### config.mk
export PLATFORM = sky130hd
export DESIGN_NAME = seq_stage_ctrl_flat
export DESIGN_NICKNAME = d
export VERILOG_FILES = /design/src/rtl/y86_pkg.sv /design/src/rtl/seq_stage_ctrl_if.sv /design/src/rtl/seq_next_pc.sv /design/src/rtl/seq_stage_ctrl.sv /design/src/flat_wrapper.sv
export SDC_FILE = /design/constraint.sdc
export NUM_CORES = 1
export LEC_CHECK = 0
export ABC_AREA = 0
export ABC_CLOCK_PERIOD_IN_PS = 3280
export CAP_MARGIN = 20
export CORE_MARGIN = 2
export CORE_UTILIZATION = 29
export DETAILED_ROUTE_END_ITERATION = 12
export DONT_BUFFER_PORTS = 1
export HOLD_SLACK_MARGIN = 0.06
export PLACE_DENSITY = 0.45
export SLEW_MARGIN = 40
export SYNTH_ARGS = -nofsm -noshare
export SYNTH_HDL_FRONTEND = slang
export SYNTH_SLANG_ARGS = --single-unit
export TNS_END_PERCENT = 30
### constraint.sdc
create_clock -name clock -period 3.28 [get_ports clock]
set_clock_uncertainty 0.05 [all_clocks]
set_input_delay 0.656 -clock clock [delete_from_list [all_inputs] [get_ports clock]]
set_output_delay 0.656 -clock clock [all_outputs]
set_load 0.01 [all_outputs]
### src/rtl/y86_pkg.sv
// Shared Y86-64 encodings, processor status codes and SEQ controller types.
package y86_pkg;

    localparam logic [3:0] I_HALT   = 4'd0;
    localparam logic [3:0] I_NOP    = 4'd1;
    localparam logic [3:0] I_RRMOVQ = 4'd2;
    localparam logic [3:0] I_IRMOVQ = 4'd3;
    localparam logic [3:0] I_RMMOVQ = 4'd4;
    localparam logic [3:0] I_MRMOVQ = 4'd5;
    localparam logic [3:0] I_OPQ    = 4'd6;
    localparam logic [3:0] I_JXX    = 4'd7;
    localparam logic [3:0] I_CALL   = 4'd8;
    localparam logic [3:0] I_RET    = 4'd9;
    localparam logic [3:0] I_PUSHQ  = 4'd10;
    localparam logic [3:0] I_POPQ   = 4'd11;

    localparam logic [2:0] STAT_AOK = 3'd1;
    localparam logic [2:0] STAT_HLT = 3'd2;
    localparam logic [2:0] STAT_ADR = 3'd3;
    localparam logic [2:0] STAT_INS = 3'd4;

    typedef enum logic [3:0] {
        ST_IDLE,
        ST_FETCH,
        ST_DECODE,
        ST_EXECUTE,
        ST_MEMORY,
        ST_WRITEBACK,
        ST_PCUPD,
        ST_HALTED,
        ST_FAULT
    } seq_state_e;

    localparam int STG_FETCH = 0;
    localparam int STG_DEC   = 1;
    localparam int STG_EXE   = 2;
    localparam int STG_MEM   = 3;
    localparam int STG_WB    = 4;
    localparam int STG_PCUPD = 5;

    // Instructions that touch data memory and therefore wait for mem_done.
    function automatic logic is_mem_icode(input logic [3:0] icode);
        return (icode == I_RMMOVQ) || (icode == I_MRMOVQ) || (icode == I_CALL) ||
               (icode == I_RET) || (icode == I_PUSHQ) || (icode == I_POPQ);
    endfunction

endpackage

### src/rtl/seq_stage_ctrl_if.sv
// Bundle between the SEQ controller (master) and the fetch/execute/memory datapath (slave).
interface seq_stage_ctrl_if;
    logic        start;
    logic [3:0]  in_code;
    logic        cnd;
    logic [63:0] val_c;
    logic [63:0] val_p;
    logic [63:0] val_m;
    logic        flag_halt;
    logic        bad_mem;
    logic        in_error;
    logic        mem_done;
    logic        dmem_error;
    logic [63:0] p_ctr;
    logic [5:0]  stage_en;
    logic [2:0]  stat;
    logic        running;
    logic [31:0] retired;

    modport master (
        input  start, in_code, cnd, val_c, val_p, val_m,
               flag_halt, bad_mem, in_error, mem_done, dmem_error,
        output p_ctr, stage_en, stat, running, retired
    );

    modport slave (
        output start, in_code, cnd, val_c, val_p, val_m,
               flag_halt, bad_mem, in_error, mem_done, dmem_error,
        input  p_ctr, stage_en, stat, running, retired
    );
endinterface

### src/rtl/seq_next_pc.sv
// Combinational next-PC select for the PC-update stage.
module seq_next_pc
    import y86_pkg::*;
(
    input  logic [3:0]  icode,
    input  logic        cnd,
    input  logic [63:0] val_c,
    input  logic [63:0] val_p,
    input  logic [63:0] val_m,
    output logic [63:0] next_pc
);

    always_comb begin
        next_pc = val_p;
        case (icode)
            I_CALL:  next_pc = val_c;
            I_JXX:   next_pc = cnd ? val_c : val_p;
            I_RET:   next_pc = val_m;
            default: next_pc = val_p;
        endcase
    end

endmodule

### src/rtl/seq_stage_ctrl.sv
// SEQ sequencing controller: owns the PC, steps the six stages and tracks processor status.
module seq_stage_ctrl
    import y86_pkg::*;
#(
    parameter logic [63:0] RESET_PC    = 64'd0,
    parameter logic [63:0] MEM_LIMIT   = 64'd1023,
    parameter logic [3:0]  MEM_TIMEOUT = 4'd15
) (
    input  logic             clock,
    input  logic             reset_n,
    seq_stage_ctrl_if.master bus
);

    seq_state_e  state_q, state_d;
    logic [63:0] p_ctr_q, p_ctr_d;
    logic [5:0]  stage_en_q, stage_en_d;
    logic [2:0]  stat_q, stat_d;
    logic        running_q, running_d;
    logic [31:0] retired_q, retired_d;
    logic [3:0]  tmo_q, tmo_d;
    logic [3:0]  icode_q, icode_d;
    logic [63:0] val_c_q, val_c_d;
    logic [63:0] val_p_q, val_p_d;
    logic [63:0] val_m_q, val_m_d;
    logic        cnd_q, cnd_d;
    logic [63:0] next_pc;
    logic        fetch_fault;
    logic        mem_waiting;
    logic        mem_expired;

    seq_next_pc u_next_pc (
        .icode   (icode_q),
        .cnd     (cnd_q),
        .val_c   (val_c_q),
        .val_p   (val_p_q),
        .val_m   (val_m_q),
        .next_pc (next_pc)
    );

    assign fetch_fault = bus.in_error || bus.bad_mem || (p_ctr_q > MEM_LIMIT);
    assign mem_waiting = (state_q == ST_MEMORY) && is_mem_icode(icode_q) && !bus.mem_done;
    assign mem_expired = mem_waiting && ((tmo_q + 4'd1) == MEM_TIMEOUT);

    always_ff @(posedge clock) begin
        if (!reset_n) begin
            state_q    <= ST_IDLE;
            p_ctr_q    <= RESET_PC;
            stage_en_q <= '0;
            stat_q     <= STAT_AOK;
            running_q  <= 1'b0;
            retired_q  <= '0;
            tmo_q      <= '0;
            icode_q    <= I_NOP;
            val_c_q    <= '0;
            val_p_q    <= '0;
            val_m_q    <= '0;
            cnd_q      <= 1'b0;
        end else begin
            state_q    <= state_d;
            p_ctr_q    <= p_ctr_d;
            stage_en_q <= stage_en_d;
            stat_q     <= stat_d;
            running_q  <= running_d;
            retired_q  <= retired_d;
            tmo_q      <= tmo_d;
            icode_q    <= icode_d;
            val_c_q    <= val_c_d;
            val_p_q    <= val_p_d;
            val_m_q    <= val_m_d;
            cnd_q      <= cnd_d;
        end
    end

    always_comb begin
        state_d = state_q;
        case (state_q)
            ST_IDLE:      if (bus.start) state_d = ST_FETCH;
            ST_FETCH: begin
                if (fetch_fault)        state_d = ST_FAULT;
                else if (bus.flag_halt) state_d = ST_HALTED;
                else                    state_d = ST_DECODE;
            end
            ST_DECODE:    state_d = ST_EXECUTE;
            ST_EXECUTE:   state_d = ST_MEMORY;
            // A data fault wins even over a completing access.
            ST_MEMORY: begin
                if (bus.dmem_error || mem_expired)                 state_d = ST_FAULT;
                else if (!is_mem_icode(icode_q) || bus.mem_done)   state_d = ST_WRITEBACK;
            end
            ST_WRITEBACK: state_d = ST_PCUPD;
            ST_PCUPD:     state_d = ST_FETCH;
            default:      state_d = state_q;
        endcase
    end

    always_comb begin
        p_ctr_d    = p_ctr_q;
        stat_d     = stat_q;
        retired_d  = retired_q;
        tmo_d      = tmo_q;
        icode_d    = icode_q;
        val_c_d    = val_c_q;
        val_p_d    = val_p_q;
        val_m_d    = val_m_q;
        cnd_d      = cnd_q;
        stage_en_d = '0;
        case (state_d)
            ST_FETCH:     stage_en_d[STG_FETCH] = 1'b1;
            ST_DECODE:    stage_en_d[STG_DEC]   = 1'b1;
            ST_EXECUTE:   stage_en_d[STG_EXE]   = 1'b1;
            ST_MEMORY:    stage_en_d[STG_MEM]   = 1'b1;
            ST_WRITEBACK: stage_en_d[STG_WB]    = 1'b1;
            ST_PCUPD:     stage_en_d[STG_PCUPD] = 1'b1;
            default:      stage_en_d = '0;
        endcase
        running_d = |stage_en_d;

        case (state_q)
            ST_IDLE: begin
                if (state_d == ST_FETCH) begin
                    p_ctr_d = RESET_PC;
                    stat_d  = STAT_AOK;
                end
            end
            ST_FETCH: begin
                icode_d = bus.in_code;
                val_c_d = bus.val_c;
                val_p_d = bus.val_p;
                if (state_d == ST_FAULT) begin
                    stat_d = bus.in_error ? STAT_INS : STAT_ADR;
                end else if (state_d == ST_HALTED) begin
                    stat_d    = STAT_HLT;
                    p_ctr_d   = bus.val_p;
                    retired_d = retired_q + 32'd1;
                end
            end
            ST_EXECUTE: cnd_d = bus.cnd;
            ST_MEMORY: begin
                if (bus.mem_done) val_m_d = bus.val_m;
                tmo_d = (state_d == ST_MEMORY) ? tmo_q + 4'd1 : 4'd0;
                if (state_d == ST_FAULT) stat_d = STAT_ADR;
            end
            ST_PCUPD: begin
                p_ctr_d   = next_pc;
                retired_d = retired_q + 32'd1;
            end
            default: ;
        endcase
    end

    assign bus.p_ctr    = p_ctr_q;
    assign bus.stage_en = stage_en_q;
    assign bus.stat     = stat_q;
    assign bus.running  = running_q;
    assign bus.retired  = retired_q;

endmodule

### src/flat_wrapper.sv
// flat-port wrapper written by rule: the top's interface ports become plain ports
module seq_stage_ctrl_flat import y86_pkg::*;
#(
    parameter logic [63:0] RESET_PC    = 64'd0,
    parameter logic [63:0] MEM_LIMIT   = 64'd1023,
    parameter logic [3:0]  MEM_TIMEOUT = 4'd15
)
  (clock, reset_n, bus_start, bus_in_code, bus_cnd, bus_val_c, bus_val_p, bus_val_m, bus_flag_halt, bus_bad_mem, bus_in_error, bus_mem_done, bus_dmem_error, bus_p_ctr, bus_stage_en, bus_stat, bus_running, bus_retired);
  seq_stage_ctrl_if bus_i ();
  input  logic clock;
  input  logic reset_n;
  input wire logic [$bits(bus_i.start)-1:0] bus_start;
  input wire logic [$bits(bus_i.in_code)-1:0] bus_in_code;
  input wire logic [$bits(bus_i.cnd)-1:0] bus_cnd;
  input wire logic [$bits(bus_i.val_c)-1:0] bus_val_c;
  input wire logic [$bits(bus_i.val_p)-1:0] bus_val_p;
  input wire logic [$bits(bus_i.val_m)-1:0] bus_val_m;
  input wire logic [$bits(bus_i.flag_halt)-1:0] bus_flag_halt;
  input wire logic [$bits(bus_i.bad_mem)-1:0] bus_bad_mem;
  input wire logic [$bits(bus_i.in_error)-1:0] bus_in_error;
  input wire logic [$bits(bus_i.mem_done)-1:0] bus_mem_done;
  input wire logic [$bits(bus_i.dmem_error)-1:0] bus_dmem_error;
  output wire logic [$bits(bus_i.p_ctr)-1:0] bus_p_ctr;
  output wire logic [$bits(bus_i.stage_en)-1:0] bus_stage_en;
  output wire logic [$bits(bus_i.stat)-1:0] bus_stat;
  output wire logic [$bits(bus_i.running)-1:0] bus_running;
  output wire logic [$bits(bus_i.retired)-1:0] bus_retired;
  assign bus_i.start = bus_start;
  assign bus_i.in_code = bus_in_code;
  assign bus_i.cnd = bus_cnd;
  assign bus_i.val_c = bus_val_c;
  assign bus_i.val_p = bus_val_p;
  assign bus_i.val_m = bus_val_m;
  assign bus_i.flag_halt = bus_flag_halt;
  assign bus_i.bad_mem = bus_bad_mem;
  assign bus_i.in_error = bus_in_error;
  assign bus_i.mem_done = bus_mem_done;
  assign bus_i.dmem_error = bus_dmem_error;
  assign bus_p_ctr = bus_i.p_ctr;
  assign bus_stage_en = bus_i.stage_en;
  assign bus_stat = bus_i.stat;
  assign bus_running = bus_i.running;
  assign bus_retired = bus_i.retired;
  seq_stage_ctrl #(.RESET_PC(RESET_PC), .MEM_LIMIT(MEM_LIMIT), .MEM_TIMEOUT(MEM_TIMEOUT)) u_core (.clock(clock), .reset_n(reset_n), .bus(bus_i));
endmodule
Word level (Yosys, flattened, before mapping)

Index checks and enable logic that the tools add are counted.

Register bits: 311
Input bits: 205
Output and inout port bits: 106

Add/sub/neg operators: 2
$lt $le $gt $ge: 1
Equality and inequality tests: 27
Muxes and demuxes: 28
Reductions and logical operators: 23

Operators by type and width:

| kind                                                 | count |
|---|---|
| one-hot mux 64 bit (3 select lines)                  | 2 |
| 2-to-1 mux 64 bit                                    | 4 |
| > comparator 64 x 10 -> 1 bit, second input constant | 1 |
| 2-to-1 mux 32 bit                                    | 2 |
| one-hot mux 32 bit (2 select lines)                  | 1 |
| equality test 4 x 3 -> 1 bit, second input constant  | 10 |
| adder 32 x 1 -> 32 bit, second input constant        | 1 |
| one-hot mux 4 bit (7 select lines)                   | 1 |
| equality test 4 bit, second input constant           | 6 |
| 2-to-1 mux 4 bit                                     | 5 |
| 2-to-1 mux 3 bit                                     | 6 |
| equality test 4 x 2 -> 1 bit, second input constant  | 4 |
| logical OR 1 bit                                     | 9 |
| one-hot mux 3 bit (3 select lines)                   | 1 |
| equality test 4 x 1 -> 1 bit, second input constant  | 2 |
| AND reduction 4 bit                                  | 2 |
| 2-to-1 mux 1 bit                                     | 6 |
| nonzero test 3 bit                                   | 2 |
| OR reduction 6 bit                                   | 1 |
| adder 4 x 1 -> 4 bit, second input constant          | 1 |
| logical NOT 4 bit                                    | 1 |
| != test 2 x 1 -> 1 bit, second input constant        | 2 |
| != test 2 bit, second input constant                 | 2 |
| logical AND 1 bit                                    | 3 |
| other kinds (5)                                      | 6 |

Logic depth before layout (Yosys ltp)

Depth in word-level cells: 16
Gate-level depth with buffers: 11
Gate-level depth less buffers: 9

Modules after synthesis

Synthesis repeated with hierarchy kept, for this count alone.

Cells, all modules: 1754
Area, all modules: 14164.8 um2

Modules (own cells, without submodules):

| module         | instances | cells an instance | area an instance (um2) |
|---|---|---|---|
| seq_stage_ctrl | 1         | 1445              | 11820.1 |
| seq_next_pc    | 1         | 309               | 2344.7 |

Least setup slack after synthesis

Ideal clock, no wire load.

Path type: in2reg
From: input port bus_bad_mem
To: register u_core.stat_q[0], in the netlist u_core.bus.stat[0]
Arrival: 2476 ps
Path slack: 620 ps
Stages: 8
Buffers on the path: 0
Path through: nor4_1 > nand4_1 > nor3_1 > nand4_1 > a21oi_1 > a311o_1 > and3_1 > a31oi_1

Word-level cells in the longest chain between the ends: 7
Elaborated cells on any way between the ends: 13
Those cells by class: eq/ne (6); mux (4); reduce/logical (3)

RTL lines:

| what                                                                                | RTL line              | source |
|---|---|---|
| from (decl)                                                                         | flat_wrapper.sv:19    | `input wire logic [$bits(bus_i.bad_mem)-1:0] bus_bad_mem;` |
| logical OR 1 bit (*) (2 in series)                                                  | seq_stage_ctrl.sv:40  | `assign fetch_fault = bus.in_error \|\| bus.bad_mem \|\| (p_ctr_q > MEM_LIMIT);` |
| 2-to-1 mux 4 bit (*)                                                                | seq_stage_ctrl.sv:79  | `if (fetch_fault) state_d = ST_FAULT;` |
| one-hot mux 4 bit (7 select lines) (*)                                              | seq_stage_ctrl.sv:76  | `case (state_q)` |
| equality test 4 x 3 -> 1 bit (tied with other cells)                                | seq_stage_ctrl.sv:131 | `end else if (state_d == ST_HALTED) begin` |
| != test 3 x 1 -> 1 bit (no line) (tied with other cells)                            | -                     |  |
| AND reduction 4 bit (no line) or one-hot mux 3 bit (3 select lines) (tied branches) | -                     |  |
| to (signal assigned)                                                                | seq_stage_ctrl.sv:62  | `stat_q <= stat_d;` |
| to (decl)                                                                           | seq_stage_ctrl.sv:17  | `logic [2:0] stat_q, stat_d;` |

Every way passes the cells marked *; elsewhere a longest branch is shown, timed or not.
A chain may end at the register's enable or synchronous reset.

Final worst setup path

From: register u_core.p_ctr_q[60], in the netlist u_core.bus.p_ctr[60]
To: register u_core.stat_q[2], in the netlist u_core.bus.stat[2]

Word-level cells in the longest chain between the ends: 7
Elaborated cells on any way between the ends: 13
Those cells by class: order compare (1); eq/ne (6); mux (4); reduce/logical (2)

RTL lines:

| what                                                                                | RTL line              | source |
|---|---|---|
| from (decl)                                                                         | seq_stage_ctrl.sv:15  | `logic [63:0] p_ctr_q, p_ctr_d;` |
| from (signal assigned)                                                              | seq_stage_ctrl.sv:60  | `p_ctr_q <= p_ctr_d;` |
| > comparator 64 x 10 -> 1 bit (*)                                                   | seq_stage_ctrl.sv:40  |  |
| logical OR 1 bit (*)                                                                | seq_stage_ctrl.sv:40  |  |
| 2-to-1 mux 4 bit (*)                                                                | seq_stage_ctrl.sv:79  |  |
| one-hot mux 4 bit (7 select lines) (*)                                              | seq_stage_ctrl.sv:76  |  |
| equality test 4 x 3 -> 1 bit (tied with other cells)                                | seq_stage_ctrl.sv:131 |  |
| != test 3 x 1 -> 1 bit (no line) (tied with other cells)                            | -                     |  |
| AND reduction 4 bit (no line) or one-hot mux 3 bit (3 select lines) (tied branches) | -                     |  |

Marked as above.

==> summary.txt <==
STA
  – Final Setup Violations: 0
  – RSZ-0062 raised after global routing: no
  – Fin. max-slew vios: 0
  – Hold Slack: 0.136 ns
  – Final hold viol count: 0
  – Fmax: 338 MHz
  – Worst Max-Slew Pin Slew: 0.804 ns
  – Relative slew slack: 46.4%
  – Fin crit share: 90.1%
  – TNS Setup: 0 ns
  – Min Tclk post-route: 2.96 ns

Placed design
  – I/O Buffers: 0
  – Placed cells: 1993
  – Placer congestion estimate: 0.772
  – HPWL Detailed: 28.1 mm

Critical path
  – FF-to-FF Start: u_core.bus.p_ctr[60]
  – Crit-path max FO: 7
  – Data arrival, critical path: 3.32 ns
  – Critical path class: reg2reg
  – R2R Setup Slk: 0.32 ns
  – CP max stage cell: nor4_1
  – Critical path capture point type: register
  – CP startpoint kind: register
  – Required time worst endpoint: 3.64 ns
  – Critical Path Start: u_core.bus.p_ctr[60]
  – Critical path, cell by cell: nor4_1 -> nand4_1 -> nor3_1 -> buf_4 -> nand4_1 -> buf_4 -> a21oi_1 -> a311o_1 -> and3_1 -> o32ai_1
  – RR Endpoint: u_core.bus.stat[2]
  – Slowest stage delay, CP: 0.56 ns
  – Crit path to: u_core.bus.stat[2]
  – Reg2Reg Depth: 10

Yosys
  – Top cell type's share of synthesized area: 50.1%
  – Synth cell types: 50
  – Number of synthesized register bits: 311
  – Yosys warning count: 0
  – Async SR Flop Fraction: 0%
  – Synth area leaders: dfxtp_1 50%, nand2_1 13%, a21oi_1 8.4%
  – Cells after Synth: 1536
  – Number of flops mapped to enable cells by yosys: 0
  – Post-synth top area cell: dfxtp_1
  – Register area share after synthesis: 50.1%
  – Post-synthesis cell area: 12400 sq um
  – Dominant synthesized flop cell: dfxtp_1
  – Avg Cell Area, Syn: 8.10 sq um
  – Synth Net Count: 1744

Clock network
  – TritonCTS clock tree: done
  – Hold-fix buffers, CTS: 0
  – CTS Buf Count: 38
  – Max Root-Sink Buffers: 3
  – Number of gates resized after CTS: 0
  – Clk slew on worst S/H paths: 0.06 ns
  – Clock Tree Root: clkbuf_16
  – H-tree Lvls: 2
  – Setup bufs post-CTS: 0
  – Worst skew pair latency: 0.55 ns
  – Clk sinks: 311

Finish
  – Storage cell area: 6230 sq um
  – Non-filler cells, final: 2064
  – Fraction of layout cells with a size suffix above 1: 8.08%
  – Multi-input logic area: 5720 sq um
  – Fin nets: 1702
  – Area Overhead vs Synth: 15.7%
  – Fill cells: 4410

Die
  – Chip Height: 211 um
  – Cell Rows: 75
  – Placeable core area: 42100 sq um
  – I/O pins: 311
  – Starting Density: 29.5%
  – Die area: 44600 sq um
  – Die width: 211 um

Power
  – PwrDens: 687 nW/um^2
  – Worst vdd ir: 405 uV
  – Pleak: 4.87 nW

Route
  – Total number of vias: 11100
  – DRT Pass-1 Iters: 9
  – Wirelength per Cell: 20.8 um
  – Routed wire length: 43.0 mm
  – Remaining DRCs: 0
  – Iter 0 DRT Violations: 1121
  – Vias per inst: 5.38
  – Final ANT Viol Nets: 0

Hold path
  – Hold WC Path Type: in2reg

Outcome
  – Status: completed

Global routing
  – Vias in the first global route: 10700
  – Pin count of the biggest net entering global routing: 96
  – Initial antenna violation count: 4
  – Overall global routing resource usage: 18.8%
  – First-pass GRT wire length: 64.8 mm
  – Overflow left after global routing: 0

Job
  – Max Cap Viol: 0
metrics by stage:
step           instance area, sq um  setup WS [ns]  util, %  power, mW
2_1_floorplan                 12400          0.620        -       5.22
5_1_grt                       14400         0.0603     34.2       10.4
3_5_place_dp                  13100         0.0975     31.0       5.66
6_report                      14400          0.324     34.2       9.88
3_3_place_gp                  13100          0.156     31.0       5.64
4_1_cts                       14400          0.277     34.1       10.0
Yosys cell counts, types with 2 or more instances:
| master | n |
|---|---|
| and3_1 | 15 |
| a211oi_1 | 4 |
| nand4_1 | 10 |
| o211ai_1 | 65 |
| buf_6 | 3 |
| xnor2_1 | 7 |
| buf_4 | 10 |
| a21oi_1 | 210 |
| or2_2 | 2 |
| nor2b_1 | 3 |
| dfxtp_1 | 311 |
| a311oi_1 | 2 |
| and4_1 | 4 |
| or3_1 | 7 |
| a311o_1 | 2 |
| nand3_1 | 18 |
| nor3_1 | 7 |
| o21ai_0 | 6 |
| a21o_1 | 3 |
| o21ai_1 | 66 |
| nand3b_1 | 2 |
| xor2_1 | 22 |
| and2_1 | 9 |
| o2111a_1 | 2 |
| nand2_1 | 422 |
| nor3b_1 | 2 |
| nor4_2 | 2 |
| inv_1 | 3 |
| a222oi_1 | 64 |
| buf_1 | 6 |
| ha_1 | 3 |
| nand2b_1 | 5 |
| buf_2 | 3 |
| nor4_1 | 15 |
| nor2_1 | 105 |
| clkbuf_1 | 102 |
metal layers:
metal | vias to the layer above | global-route usage [%] | part of all wire, %
li1 | 5329 | - | -
met5 | - | 0 | 0.037
met1 | 5300 | 24.0 | 43
met4 | 2 | 8.98 | 3.8
met2 | 396 | 29.9 | 46
met3 | 82 | 4.40 | 7.2
flip-flops by register name (all words and copies together) (netlist names):
register             cells
u_core.cnd_q             1
u_core.val_m_q          64
u_core.val_p_q          64
u_core.state_q           4
u_core.val_c_q          64
u_core.bus.running       1
u_core.tmo_q             4
u_core.icode_q           4
u_core.bus.stage_en      6
u_core.bus.p_ctr        64
u_core.bus.retired      32
u_core.bus.stat          3
area by class of cell:
type | instances | share of cell area (%)
timing repair buffer | 42 | 3.06
sequential | 311 | 43.3
multi-input combinational | 1097 | 39.7
inverter | 4 | 0.157
clock inverter | 11 | 0.600
tap | 539 | 4.69
clock buffer | 58 | 8.48
antenna | 2 | 0.0348
placed cells by master (no fill, tap or decap), types with 5 or more instances in the layout:
| cell | count |
|---|---|
| nand3_1 | 18 |
| clkbuf_8 | 13 |
| o21ai_0 | 6 |
| clkinv_2 | 8 |
| nor2_1 | 105 |
| o211ai_1 | 65 |
| nand4_1 | 10 |
| nand2_1 | 420 |
| buf_12 | 10 |
| or3_1 | 6 |
| a222oi_1 | 64 |
| nor3_1 | 6 |
| buf_4 | 32 |
| xor2_1 | 22 |
| nor4_1 | 15 |
| and2_1 | 8 |
| a21oi_1 | 209 |
| xnor2_1 | 7 |
| and3_1 | 13 |
| o21ai_1 | 65 |
| clkbuf_16 | 41 |
| dfxtp_1 | 311 |
| nand2b_1 | 5 |
worst min-delay path by stage:
stage                       startpoint            endpoint  slack, ns  cells after the start
global placement    u_core.val_p_q[57]  u_core.val_p_q[57]       0.39                      2
detailed placement  u_core.val_c_q[58]  u_core.val_c_q[58]       0.40                      2
finish                         reset_n   u_core.icode_q[0]       0.14                      1
CTS                            reset_n   u_core.icode_q[0]       0.09                      1
floorplan           u_core.val_c_q[63]  u_core.val_c_q[63]       0.39                      2
global route                   reset_n   u_core.icode_q[0]       0.10                      1
critical path: cells and delay by family, from the launching register on:
family / cells / cell delay, ns
DFF: 1 / 0.36
and+or+nand+nor: 5 / 1.41
buffers and inverters: 2 / 0.38
AOI/OAI and AO/OA: 3 / 0.63
cells by family after synthesis:
family          after synthesis  share of synthesized area, %
compound gates              434                          22.0
mux                           1                        0.0805
xor+xnor                     29                          2.04
fa+ha+maj                     3                         0.302
buf+inv                     128                          4.38
simple gates                630                          21.1
flops                       311                          50.1
power breakdown:
group	total [mW]	switching [mW]	internal, mW
registers	4.36	0.300	4.06
logic	1.21	0.768	0.437
clock network	4.32	1.68	2.64
Note: power is estimated with default switching activity, not from simulation.
